`src/rtl/pwm_fade_scheduler.sv`:
```
// pwm_fade_scheduler
// Holds a target duty per LED channel (written over the SPI register bus) and
// walks each channel's live duty toward its target by a programmable step,
// once per programmable tick, so host writes become smooth fades.
// Optional build macro: GAMMA_CORRECT_EN -- maps each output byte through
// ((live+1)*live)>>8 for a perceptually linear fade (one extra output cycle).
module pwm_fade_scheduler #(
  parameter int          NUM_CH   = 7,
  parameter int          PRESCALE = 256,
  parameter logic [7:0]  RATE_RST = 8'd3,
  parameter logic [7:0]  STEP_RST = 8'd1
) (
  input  logic                  clk,
  input  logic                  rst_n,
  input  logic [7:0]            address,
  input  logic [7:0]            data,
  input  logic                  data_ready,
  output logic [NUM_CH*8-1:0]   duty_flat,
  output logic                  busy,
  output logic                  settled
);

  localparam int CNT_W = $clog2(256 * PRESCALE);
  localparam int IDX_W = (NUM_CH > 1) ? $clog2(NUM_CH) : 1;

  typedef enum logic {
    IDLE,
    SWEEP
  } state_e;

  logic [7:0]           r_target [NUM_CH];
  logic [7:0]           r_live   [NUM_CH];
  logic [7:0]           r_rate;
  logic [7:0]           r_activeRate;
  logic [7:0]           r_step;
  logic [CNT_W-1:0]     r_prescale;
  state_e               r_state;
  logic [IDX_W-1:0]     r_idx;
  logic                 r_busy;
  logic                 r_settled;
  logic [NUM_CH*8-1:0]  r_duty;

  logic [31:0]          w_periodLast;
  logic                 w_tick;
  logic                 w_clearAll;
  logic                 w_targetWr;
  logic [IDX_W-1:0]     w_wrIdx;
  logic [7:0]           w_rateNext;
  logic [7:0]           w_curLive;
  logic [7:0]           w_curTarget;
  logic [8:0]           w_up;
  logic [8:0]           w_down;
  logic [7:0]           w_nextLive;
  logic                 w_allMatch;
  logic [7:0]           w_dutySrc [NUM_CH];

  // The period latched at the last wrap sets when the prescaler fires, so a
  // rate write mid-period only changes the period that starts at the next wrap.
  assign w_periodLast = (32'(r_activeRate) + 32'd1) * 32'(PRESCALE) - 32'd1;
  assign w_tick       = (32'(r_prescale) == w_periodLast);

  assign w_clearAll   = data_ready && (address == 8'hFF);
  assign w_targetWr   = data_ready && (address >= 8'd1) && (address <= 8'(NUM_CH));
  assign w_wrIdx      = IDX_W'(address - 8'd1);
  assign w_rateNext   = (data_ready && (address == 8'h10)) ? data : r_rate;

  assign w_curLive    = r_live[r_idx];
  assign w_curTarget  = r_target[r_idx];

  // Next live value for the channel in its sweep slot: step toward target in
  // 9-bit arithmetic and clamp at the target so it never overshoots or wraps.
  always_comb begin
    w_up       = {1'b0, w_curLive} + {1'b0, r_step};
    w_down     = {1'b0, w_curLive} - {1'b0, r_step};
    w_nextLive = w_curLive;
    if (r_step == 8'd0) begin
      w_nextLive = w_curTarget;
    end else if (w_curLive < w_curTarget) begin
      w_nextLive = (w_up >= {1'b0, w_curTarget}) ? w_curTarget : w_up[7:0];
    end else if (w_curLive > w_curTarget) begin
      w_nextLive = (w_down[8] || (w_down[7:0] <= w_curTarget)) ? w_curTarget : w_down[7:0];
    end
  end

  // Settled means every live duty has reached its target.
  always_comb begin
    w_allMatch = 1'b1;
    for (int k = 0; k < NUM_CH; k++) begin
      if (r_live[k] != r_target[k]) begin
        w_allMatch = 1'b0;
      end
    end
  end

  // Register file, prescaler and sweep FSM; the clear-all write wins over everything.
  always_ff @(posedge clk or negedge rst_n) begin
    if (!rst_n) begin
      for (int k = 0; k < NUM_CH; k++) begin
        r_target[k] <= 8'd0;
        r_live[k]   <= 8'd0;
      end
      r_rate       <= RATE_RST;
      r_activeRate <= RATE_RST;
      r_step       <= STEP_RST;
      r_prescale   <= '0;
      r_state      <= IDLE;
      r_idx        <= '0;
      r_busy       <= 1'b0;
    end else if (w_clearAll) begin
      for (int k = 0; k < NUM_CH; k++) begin
        r_target[k] <= 8'd0;
        r_live[k]   <= 8'd0;
      end
      r_prescale <= '0;
      r_state    <= IDLE;
      r_idx      <= '0;
      r_busy     <= 1'b0;
    end else begin
      if (w_tick) begin
        r_prescale   <= '0;
        r_activeRate <= w_rateNext;
      end else begin
        r_prescale <= r_prescale + 1'b1;
      end

      if (data_ready && (address == 8'h10)) begin
        r_rate <= data;
      end
      if (data_ready && (address == 8'h11)) begin
        r_step <= data;
      end
      if (w_targetWr) begin
        r_target[w_wrIdx] <= data;
      end

      case (r_state)
        IDLE: begin
          if (w_tick) begin
            r_state <= SWEEP;
            r_idx   <= '0;
            r_busy  <= 1'b1;
          end
        end
        SWEEP: begin
          r_live[r_idx] <= w_nextLive;
          if (r_idx == IDX_W'(NUM_CH - 1)) begin
            r_state <= IDLE;
            r_idx   <= '0;
            r_busy  <= 1'b0;
          end else begin
            r_idx <= r_idx + 1'b1;
          end
        end
        default: begin
          r_state <= IDLE;
          r_idx   <= '0;
          r_busy  <= 1'b0;
        end
      endcase
    end
  end

`ifdef GAMMA_CORRECT_EN
  logic [15:0] w_gammaProd [NUM_CH];
  logic [7:0]  r_gamma     [NUM_CH];

  // Square-law product per channel; (255+1)*255 still fits in 16 bits.
  always_comb begin
    for (int k = 0; k < NUM_CH; k++) begin
      w_gammaProd[k] = (16'(r_live[k]) + 16'd1) * 16'(r_live[k]);
    end
  end

  // Gamma stage registers the mapped byte, adding one cycle before the output.
  always_ff @(posedge clk or negedge rst_n) begin
    if (!rst_n) begin
      for (int k = 0; k < NUM_CH; k++) begin
        r_gamma[k] <= 8'd0;
      end
    end else begin
      for (int k = 0; k < NUM_CH; k++) begin
        r_gamma[k] <= 8'(w_gammaProd[k] >> 8);
      end
    end
  end

  // Output bytes come from the gamma stage.
  always_comb begin
    for (int k = 0; k < NUM_CH; k++) begin
      w_dutySrc[k] = r_gamma[k];
    end
  end
`else
  // Output bytes carry the live duties unchanged.
  always_comb begin
    for (int k = 0; k < NUM_CH; k++) begin
      w_dutySrc[k] = r_live[k];
    end
  end
`endif

  // Registered outputs: packed duty bus and settled flag.
  always_ff @(posedge clk or negedge rst_n) begin
    if (!rst_n) begin
      r_duty    <= '0;
      r_settled <= 1'b1;
    end else begin
      for (int k = 0; k < NUM_CH; k++) begin
        r_duty[8*k +: 8] <= w_dutySrc[k];
      end
      r_settled <= w_allMatch;
    end
  end

  assign duty_flat = r_duty;
  assign busy      = r_busy;
  assign settled   = r_settled;

endmodule

```
`config.mk`:
```
export PLATFORM = sky130hd
export DESIGN_NAME = pwm_fade_scheduler
export DESIGN_NICKNAME = d
export VERILOG_FILES = /design/src/rtl/pwm_fade_scheduler.sv
export SDC_FILE = /design/constraint.sdc
export NUM_CORES = 1
export LEC_CHECK = 0
export CAP_MARGIN = 25
export CORE_UTILIZATION = 53
export DETAILED_ROUTE_END_ITERATION = 8
export PLACE_DENSITY_LB_ADDON = 0.3
export REMOVE_ABC_BUFFERS = 1
export SYNTH_ARGS = -nofsm -noshare
export SYNTH_HDL_FRONTEND = slang
export SYNTH_SLANG_ARGS = --single-unit
export TNS_END_PERCENT = 20
```
`constraint.sdc`:
```
create_clock -name clk -period 15.9 [get_ports clk]
set_clock_uncertainty 0.2 [all_clocks]
set_input_delay 2.385 -clock clk [delete_from_list [all_inputs] [get_ports clk]]
set_output_delay 2.385 -clock clk [all_outputs]
set_load 0.01 [all_outputs]
```
==> results.txt, run 1 <==
Yosys attributes the largest share of cell area to dfrtp_1 (45%), mux2i_1 (5.8%), ha_1 (5.3%), xor2_1 (4.2%), nor2_1 (4.1%). The mean cell area of the mapped netlist came out at 10.3 sq um. Yosys mapped a number of flops with a built-in enable equal to 0.

The post-placement setup slack came out at 9.75 ns. The synthesized flop and latch total is 214. The path type of the worst min-delay path is flop to flop. The hold violation total from the final report is 0. IR analysis of the VDD net gives a maximum drop of 0.000181 V. The clock root buffer is clkbuf_16. The slew of the pin with the lowest slew margin came out at 1.15 ns. The reported leakage power came out at 6.37 nW.

The via count of the first global-routing pass is 8830. The total clock buffers created by CTS came out at 22. The critical path in this run is classified as flop to flop. The number of maximum-capacitance constraint violations came out at 0. The required time at the worst-slack endpoint is 16.04 ns.

The share of the yosys chip area belonging to registers is 46.2%. Summing over every cut layer, the via total after detailed routing is 9567. The total power draw came out at 2.98 mW. The all-layer global routing usage came out at 31.8%. The cell area after layout is 13300 sq um.

The number of antenna diodes is 0. The top cell type's share of synthesized area is 44.9%. The run finished with clean final reports. The core utilization of the finished layout is 62.9%. The top achievable clock speed came out at 154 MHz.

The total number of clock tree sinks is 214. The DRC violation total after the first TritonRoute iteration came out at 1092. The total of buffers placed on input and output ports is 76. Setup repair after global routing left no endpoint under its margin.

After clock tree synthesis, the setup repair step added 0 buffers. The half-perimeter wire length after detailed placement came out at 25.9 mm. For this design, the CTS-stage hold fixing added 0 buffers. The worst-case setup margin in the final layout came out at 9.39 ns. The global placer's final weighted congestion is 0.968. Among all stages on the critical path, the largest delay is contributed by o32ai_1. The fraction of final layout cells with drive strength greater than 1 came out at 9.29%. In this run, distinct cell masters in the synthesized netlist total 75. The number of antenna-violating nets in the routed design came out at 0. The number of placed instances, taps included, is 1441. The cell area after technology mapping is 11600 sq um. Data on the critical path arrives at its endpoint at 6.66 ns. On the final layout, the worst hold slack is 0.268 ns.

The synthesized netlist cell count is 1130. After the flow finishes, the layout carries non-filler instances totaling 1481. The routed length per placed instance is 23.6 um.

The headroom to the max-slew limit is 23.5%. Traced cell by cell, the critical path runs through nor2b_1 -> a22o_1 -> a2111oi_0 -> a21oi_1 -> inv_1 -> ha_1 -> inv_1 -> fa_1 -> a211oi_1 -> o21bai_1 -> a21oi_1 -> xnor2_1 -> ha_1 -> o211ai_1 -> nand4_1 -> nand3b_2 -> a22oi_1 -> o32ai_1 -> o31ai_1. The largest fanout on the critical path is 23. The initial core utilization came out at 54.6%. The number of nets in the layout came out at 1261. The number of setup violations in the final report came out at 0. dfrtp_1 takes more of the synthesized area than any other cell. The relative area change from synthesis to final layout is 15.1%. The core area is 21200 sq um.

The total congestion overflow after global routing is 0. For this run, the leading register cell type out of synthesis is dfrtp_1. The later pin in the worst-skew pair is clocked with a latency of 0.51 ns. The total power per unit cell area came out at 223 nW/um^2. The post-CTS resize count is 0. The setup TNS is 0 ns. The die extent in y is 150 um.

The depth of the CTS H-tree came out at 1. The number of optimization iterations in the first detailed-route pass is 7. STA classifies the critical path endpoint as a flop. The top-level I/O count is 77. The pin count of the biggest net entering global routing came out at 83.

The sum of routed wire length over all layers is 34.9 mm. The floorplan step defined a die boundary enclosing 22500 sq um. The post-route fraction of the period consumed by the critical path came out at 41.0%. Among cell families on the critical path, the largest total delay comes from compound AO/OA/AOI/OAI gates.

The max-slew violation count is 0. The remaining routing DRC violations is 0. Of all flip-flops after synthesis, the portion carrying an async set or reset was 100%. Clock-pin slew was measured on the worst setup and hold paths at 0.06 ns. The initial antenna violation count was 0.

The average via count per standard cell is 6.46. The first global-routing pass estimated 53.5 mm of wire. Summing all placed instances gives a cell area of 12600 sq um. The Yosys warning count is 0.

On the worst path, the slowest cell contributes a delay of 0.94 ns. The die is 150 um wide. The clock tree from TritonCTS is done.

The post-route minimum period came out at 6.51 ns. No sink is reached through more buffers than the 3 on the longest clock path. The number of placement rows is 53. The number of buffers and inverters on the critical path is 2. The worst setup path is launched from a flop.
-- cells in the mapped netlist (21+ instances only) --
master	count
xnor2_1	35
a21oi_1	31
mux2i_1	67
o21ai_0	42
nand2_1	83
dfrtp_1	208
nand3_1	37
clkbuf_1	34
mux2_2	35
inv_1	23
o31ai_1	21
a22oi_1	23
xor2_1	55
nor2_1	126
ha_1	49
-- metal layers --
metal	part of all wire [%]	vias up	track usage (%)
met4	5.0	0	14.2
met5	0	-	0
met3	8.8	105	4.24
li1	-	4224	-
met1	42	4705	45.6
met2	44	533	48.2
-- kinds of logic (layout without fill, tap and decap cells) --
logic type | Yosys count | in the layout | synth area share [%]
AND/OR/NAND/NOR | 359 | 359 | 14.8
AO/OA/AOI/OAI | 232 | 232 | 14.4
flip-flops | 214 | 214 | 46.2
multiplexers | 104 | 104 | 9.47
XOR/XNOR | 90 | 90 | 6.80
buffers and inverters | 80 | 156 | 2.66
adder cells (fa/ha/maj) | 51 | 51 | 5.63
-- registers in the layout (all words and copies together) (netlist names) --
signal and count:
settled 1, r_state 1, r_rate 8, r_prescale 16
duty_flat 56, r_step 8, r_live 56, r_idx 3
r_activeRate 8, busy 1, r_target 56
-- layout make-up --
class                           count  area [sq um]
Fill cell                        1758          7870
Multi-Input combinational cell    836          5930
Timing Repair Buffer               93           920
Clock buffer                       35           671
Tap cell                          275           344
Sequential cell                   214          5360
Inverter                           24          90.1
Clock inverter                      4          28.8
-- cells in the final DEF, fill, tap and decap left out, types with 7 or more instances in the layout --
| cell | n |
|---|---|
| inv_1 | 23 |
| xnor2_1 | 35 |
| dfrtp_1 | 208 |
| nand2b_1 | 7 |
| buf_4 | 14 |
| o31ai_1 | 21 |
| a41oi_1 | 7 |
| o21ai_0 | 42 |
| xor2_1 | 55 |
| clkdlybuf4s50_1 | 75 |
| a22o_1 | 7 |
| mux2_2 | 35 |
| nor3_1 | 9 |
| clkbuf_16 | 23 |
| nor2b_1 | 11 |
| o41ai_1 | 9 |
| nor4_1 | 16 |
| a21oi_1 | 31 |
| clkbuf_1 | 7 |
| nand3_1 | 37 |
| ha_1 | 49 |
| or3_1 | 7 |
| a21o_1 | 7 |
| a22oi_1 | 23 |
| a31oi_1 | 13 |
| nand2_1 | 83 |
| o211ai_1 | 7 |
| nor2_1 | 125 |
| mux2i_1 | 67 |
| o22ai_1 | 8 |
| nand4_1 | 17 |
| and3_1 | 17 |
-- worst reg2reg max path, stage by stage (launching register included) --
cell	delay, ns
dfrtp_1	0.85
nor2b_1	0.38
a22o_1	0.31
a2111oi_0	0.37
a21oi_1	0.18
inv_1	0.18
ha_1	0.20
inv_1	0.06
fa_1	0.43
a211oi_1	0.27
o21bai_1	0.12
a21oi_1	0.18
xnor2_1	0.22
ha_1	0.32
o211ai_1	0.26
nand4_1	0.17
nand3b_2	0.26
a22oi_1	0.24
o32ai_1	0.94
o31ai_1	0.20
-- power by group --
part / internal [mW] / switching, mW / leakage, nW / total [mW]
registers: 0.679 / 0.176 / 2.84 / 0.855
logic: 0.617 / 1.00 / 3.19 / 1.62
clock network: 0.290 / 0.211 / 0.342 / 0.501
-- worst paths after layout --
| check | startpoint | endpoint | cells after the start | slack [ns] |
|---|---|---|---|---|
| setup / recovery | r_idx[2] | r_live[1] | 19 | 9.39 |
| min in group asynchronous | rst_n | duty_flat[9] | 1 | 1.69 |
| hold / removal | r_live[14] | duty_flat[46] | 0 | 0.27 |
| setup reg to reg | r_idx[2] | r_live[1] | 19 | 9.39 |
| hold reg to reg | r_live[14] | duty_flat[46] | 0 | 0.27 |
| max in group asynchronous | rst_n | r_target[11] | 2 | 12.64 |
(Power assumes the default switching activity.)
==> run 2: changes to the inputs <==
==> constraint.sdc (replaced) <==
create_clock -name clk -period 6.1 [get_ports clk]
set_clock_uncertainty 0.2 [all_clocks]
set_input_delay 0.915 -clock clk [delete_from_list [all_inputs] [get_ports clk]]
set_output_delay 0.915 -clock clk [all_outputs]
set_load 0.01 [all_outputs]
==> run 2 against run 1 <==
Effect of this change: die area is the same; routed wire length rose by 1.5%; design area grew 1.3%; global-route usage is 0.82 points higher; sequential share of layout area is 0.52 points lower; clock power rose to 2.8 times the previous value; final cell count up 1.1%; clock-buffer cell count decreased by 5.
==> results.txt, run 2 (synthesis gave the netlist of run 1 again) <==
The DRC violation total after the first TritonRoute iteration came out at 773 (-29%). The total power per unit cell area came out at 594 nW/um^2 (+170%). The top-level I/O count is 77 (unchanged). The number of maximum-capacitance constraint violations came out at 0 (unchanged). The remaining routing DRC violations is 0 (unchanged). The insertion delay to the later sink of the worst-skew pair was 0.52 ns (about the same).

The via count of the first global-routing pass is 8970 (+1.6%). Setup repair after global routing left no endpoint under its margin. The setup TNS is 0 ns (unchanged).

The top achievable clock speed came out at 173 MHz (+13%). The total internal power was 4.33 mW (+170%). The fraction of final layout cells with drive strength greater than 1 came to 11.1% (+1.8 points). The die extent in y was 150 um (unchanged). In this run the critical register-to-register path is launched from r_idx[1]. The via total after detailed routing is 9545 (-0.23%). The number of optimization iterations in the first detailed-route pass came out at 5 (-2). CTS placed an instance of clkbuf_16 at the clock tree root. STA classifies the critical path endpoint as a flop.

The clock power share came to 17.6% (+0.8 points). The headroom to the max-slew limit is 25.8% (+2.3 points). The number of antenna-violating nets in the routed design came to 0 (unchanged).

The number of placement rows is 53 (unchanged). The all-layer global routing usage is 32.7% (+0.82 points). The total congestion overflow after global routing was 0 (unchanged). The initial core utilization was 54.6% (unchanged).

The reported leakage power is 6.47 nW (+1.6%). STA classifies the critical path startpoint as a flop. The post-route minimum period is 5.77 ns (-0.744 ns).

The depth of the CTS H-tree was 1 (unchanged). The number of setup violations in the final report is 0 (unchanged). The kind of critical path is flop to flop. The biggest cell delay along the critical path came out at 0.71 ns (-0.23 ns).

TritonCTS built the clock tree. The depth of the worst register-to-register path is 19 (unchanged). The average via count per standard cell came out at 6.38 (-1.3%). The hold violation total from the final report came out at 0 (unchanged). In this run the worst setup path begins at r_idx[1]. The run finished with clean final reports. Relative to the synthesized area, the layout overhead comes to 16.6%. The max-slew violation count is 0 (unchanged). The min-delay analysis places its worst path in the category input port to async pin. Leaving out fill and tap cells, the most frequent cells in the layout are dfrtp_1 (208), nor2_1 (125), nand2_1 (83), clkdlybuf4s50_1 (75), mux2i_1 (67). The chip width came out at 150 um (unchanged).

The total clock buffers created by CTS is 23 (+4.5%). Leaving out fill and tap cells, the most frequent cell in the layout is dfrtp_1. The pin count of the biggest net entering global routing is 127 (+53%). The data arrival at the endpoint of the critical path came out at 5.92 ns (-0.74 ns). The area of the die is 22500 sq um (unchanged). The switching share of total power came out at 46.0% (-0.69 points).

The global-route wire length before repair was 54.7 mm (+2.3%). The worst ir drop on vdd came out at 0.000318 V (+75%). Among all stages on the critical path, the largest delay is contributed by o32ai_1. The number of stages on the worst setup path came out at 19 (unchanged). The clock transition at the registers of the reported paths is 0.06 ns (about the same).

The largest fanout on the critical path is 13 (-43%). The part of the power in registers came out at 27.8% (-0.9 points). The number of antenna diodes is 0 (unchanged). The slew of the pin with the lowest slew margin came to 1.11 ns (-0.0322 ns). The total of buffers placed on input and output ports is 76 (unchanged). Traced cell by cell, the critical path runs through nor2b_1 -> a22o_1 -> a2111oi_0 -> a21oi_1 -> inv_1 -> ha_1 -> inv_1 -> fa_1 -> a211oi_1 -> o21bai_1 -> a21oi_1 -> xnor2_1 -> ha_1 -> o211ai_1 -> nand4_1 -> nand3b_2 -> a22oi_2 -> o32ai_1 -> o21ai_0. The post-route fraction of the period consumed by the critical path was 94.6% (+54 points).

The routed length per placed instance is 23.7 um (+0.43%). The initial antenna violation count is 0 (unchanged). The core area came out at 21200 sq um (unchanged).

The global placer's final weighted congestion came out at 1.01 (+4.5%). The total power draw is 8.03 mW (+170%). The switching power summed over all nets came out at 3.70 mW (+170%). The combinational fraction of design power came out at 54.7% (+0.2 points). The half-perimeter wire length after detailed placement came out at 27.0 mm (+4.4%). Broken down by cell family, the worst path's largest delay share belongs to compound AO/OA/AOI/OAI gates.

The required time at the worst-slack endpoint is 6.25 ns (-9.79 ns). The total number of clock tree sinks is 214 (unchanged). The number of nets in the layout was 1276 (+1.2%). The number of buffers and inverters on the critical path came out at 2 (unchanged). The buffer depth of the longest clock path is 3 (unchanged). The sum of routed wire length over all layers came out at 35.5 mm (+1.5%).
## run 2: per-stage QoR
step	util [%]	cells	hold slack [ns]	cell area (sq um)	worst slack, ns
finish	63.7	1497	0.229	13500	0.330
global route	63.7	1497	0.288	13500	0.0443
floorplan	-	1074	0.201	11400	0.597
detailed placement	60.0	1455	0.255	12700	0.307
CTS	63.7	1496	0.267	13500	0.255
global placement	59.9	1453	0.246	12700	0.405
## run 2: worst reg2reg max path: cells and delay by family (launching register included)
| family | cells | cell delay, ns |
|---|---|---|
| xor gates and xnor gates | 1 | 0.25 |
| and+or+nand+nor | 3 | 0.69 |
| buffers and inverters | 2 | 0.19 |
| adders and majority gates | 3 | 0.97 |
| DFF | 1 | 0.57 |
| AOI/OAI and AO/OA | 10 | 2.75 |
## run 2: final timing paths
path                                  end  slack (ns)
hold reg to reg             duty_flat[46]        0.27
min in group clk            duty_flat[46]        0.27
setup reg to reg               r_live[10]        0.33
max in group asynchronous  r_prescale[12]        4.34
setup / recovery               r_live[10]        0.33
hold / removal              duty_flat[12]        0.23
## run 2: what timing repair did
| item | 4_1_cts | 5_1_grt |
|---|---|---|
| setup buffers | 0 | 0 |
| gates resized for setup | 0 | 1 |
| endpoints found under the setup margin | 0 | 14 |
| hold buffers | 0 | 0 |
## run 2: cell type report
| class | count | area (sq um) |
|---|---|---|
| fillers | 1755 | 7700 |
| multi-input cells | 836 | 5940 |
| flip-flops and latches | 214 | 5360 |
| repair buffers | 107 | 1010 |
| clock buffers | 30 | 672 |
| well taps | 275 | 344 |
| clock inverters | 11 | 105 |
| inverters | 24 | 90.1 |
## run 2: layer usage
metal  wire, um  vias up  track usage (%)
li1           -     4254                -
met2      16300      485             51.6
met5          0        -                0
met1      15400     4722             46.6
met3       2610       84             4.05
met4       1160        0             10.6
## run 2: power by group through the flow
stage | combinational, mW | sequential, mW | clock (mW)
floorplan | 2.54 | 2.16 | 0
global placement | 4.19 | 2.21 | 0
detailed placement | 4.23 | 2.22 | 0
CTS | 4.25 | 2.21 | 1.43
global route | 4.72 | 2.26 | 1.49
finish | 4.39 | 2.23 | 1.41
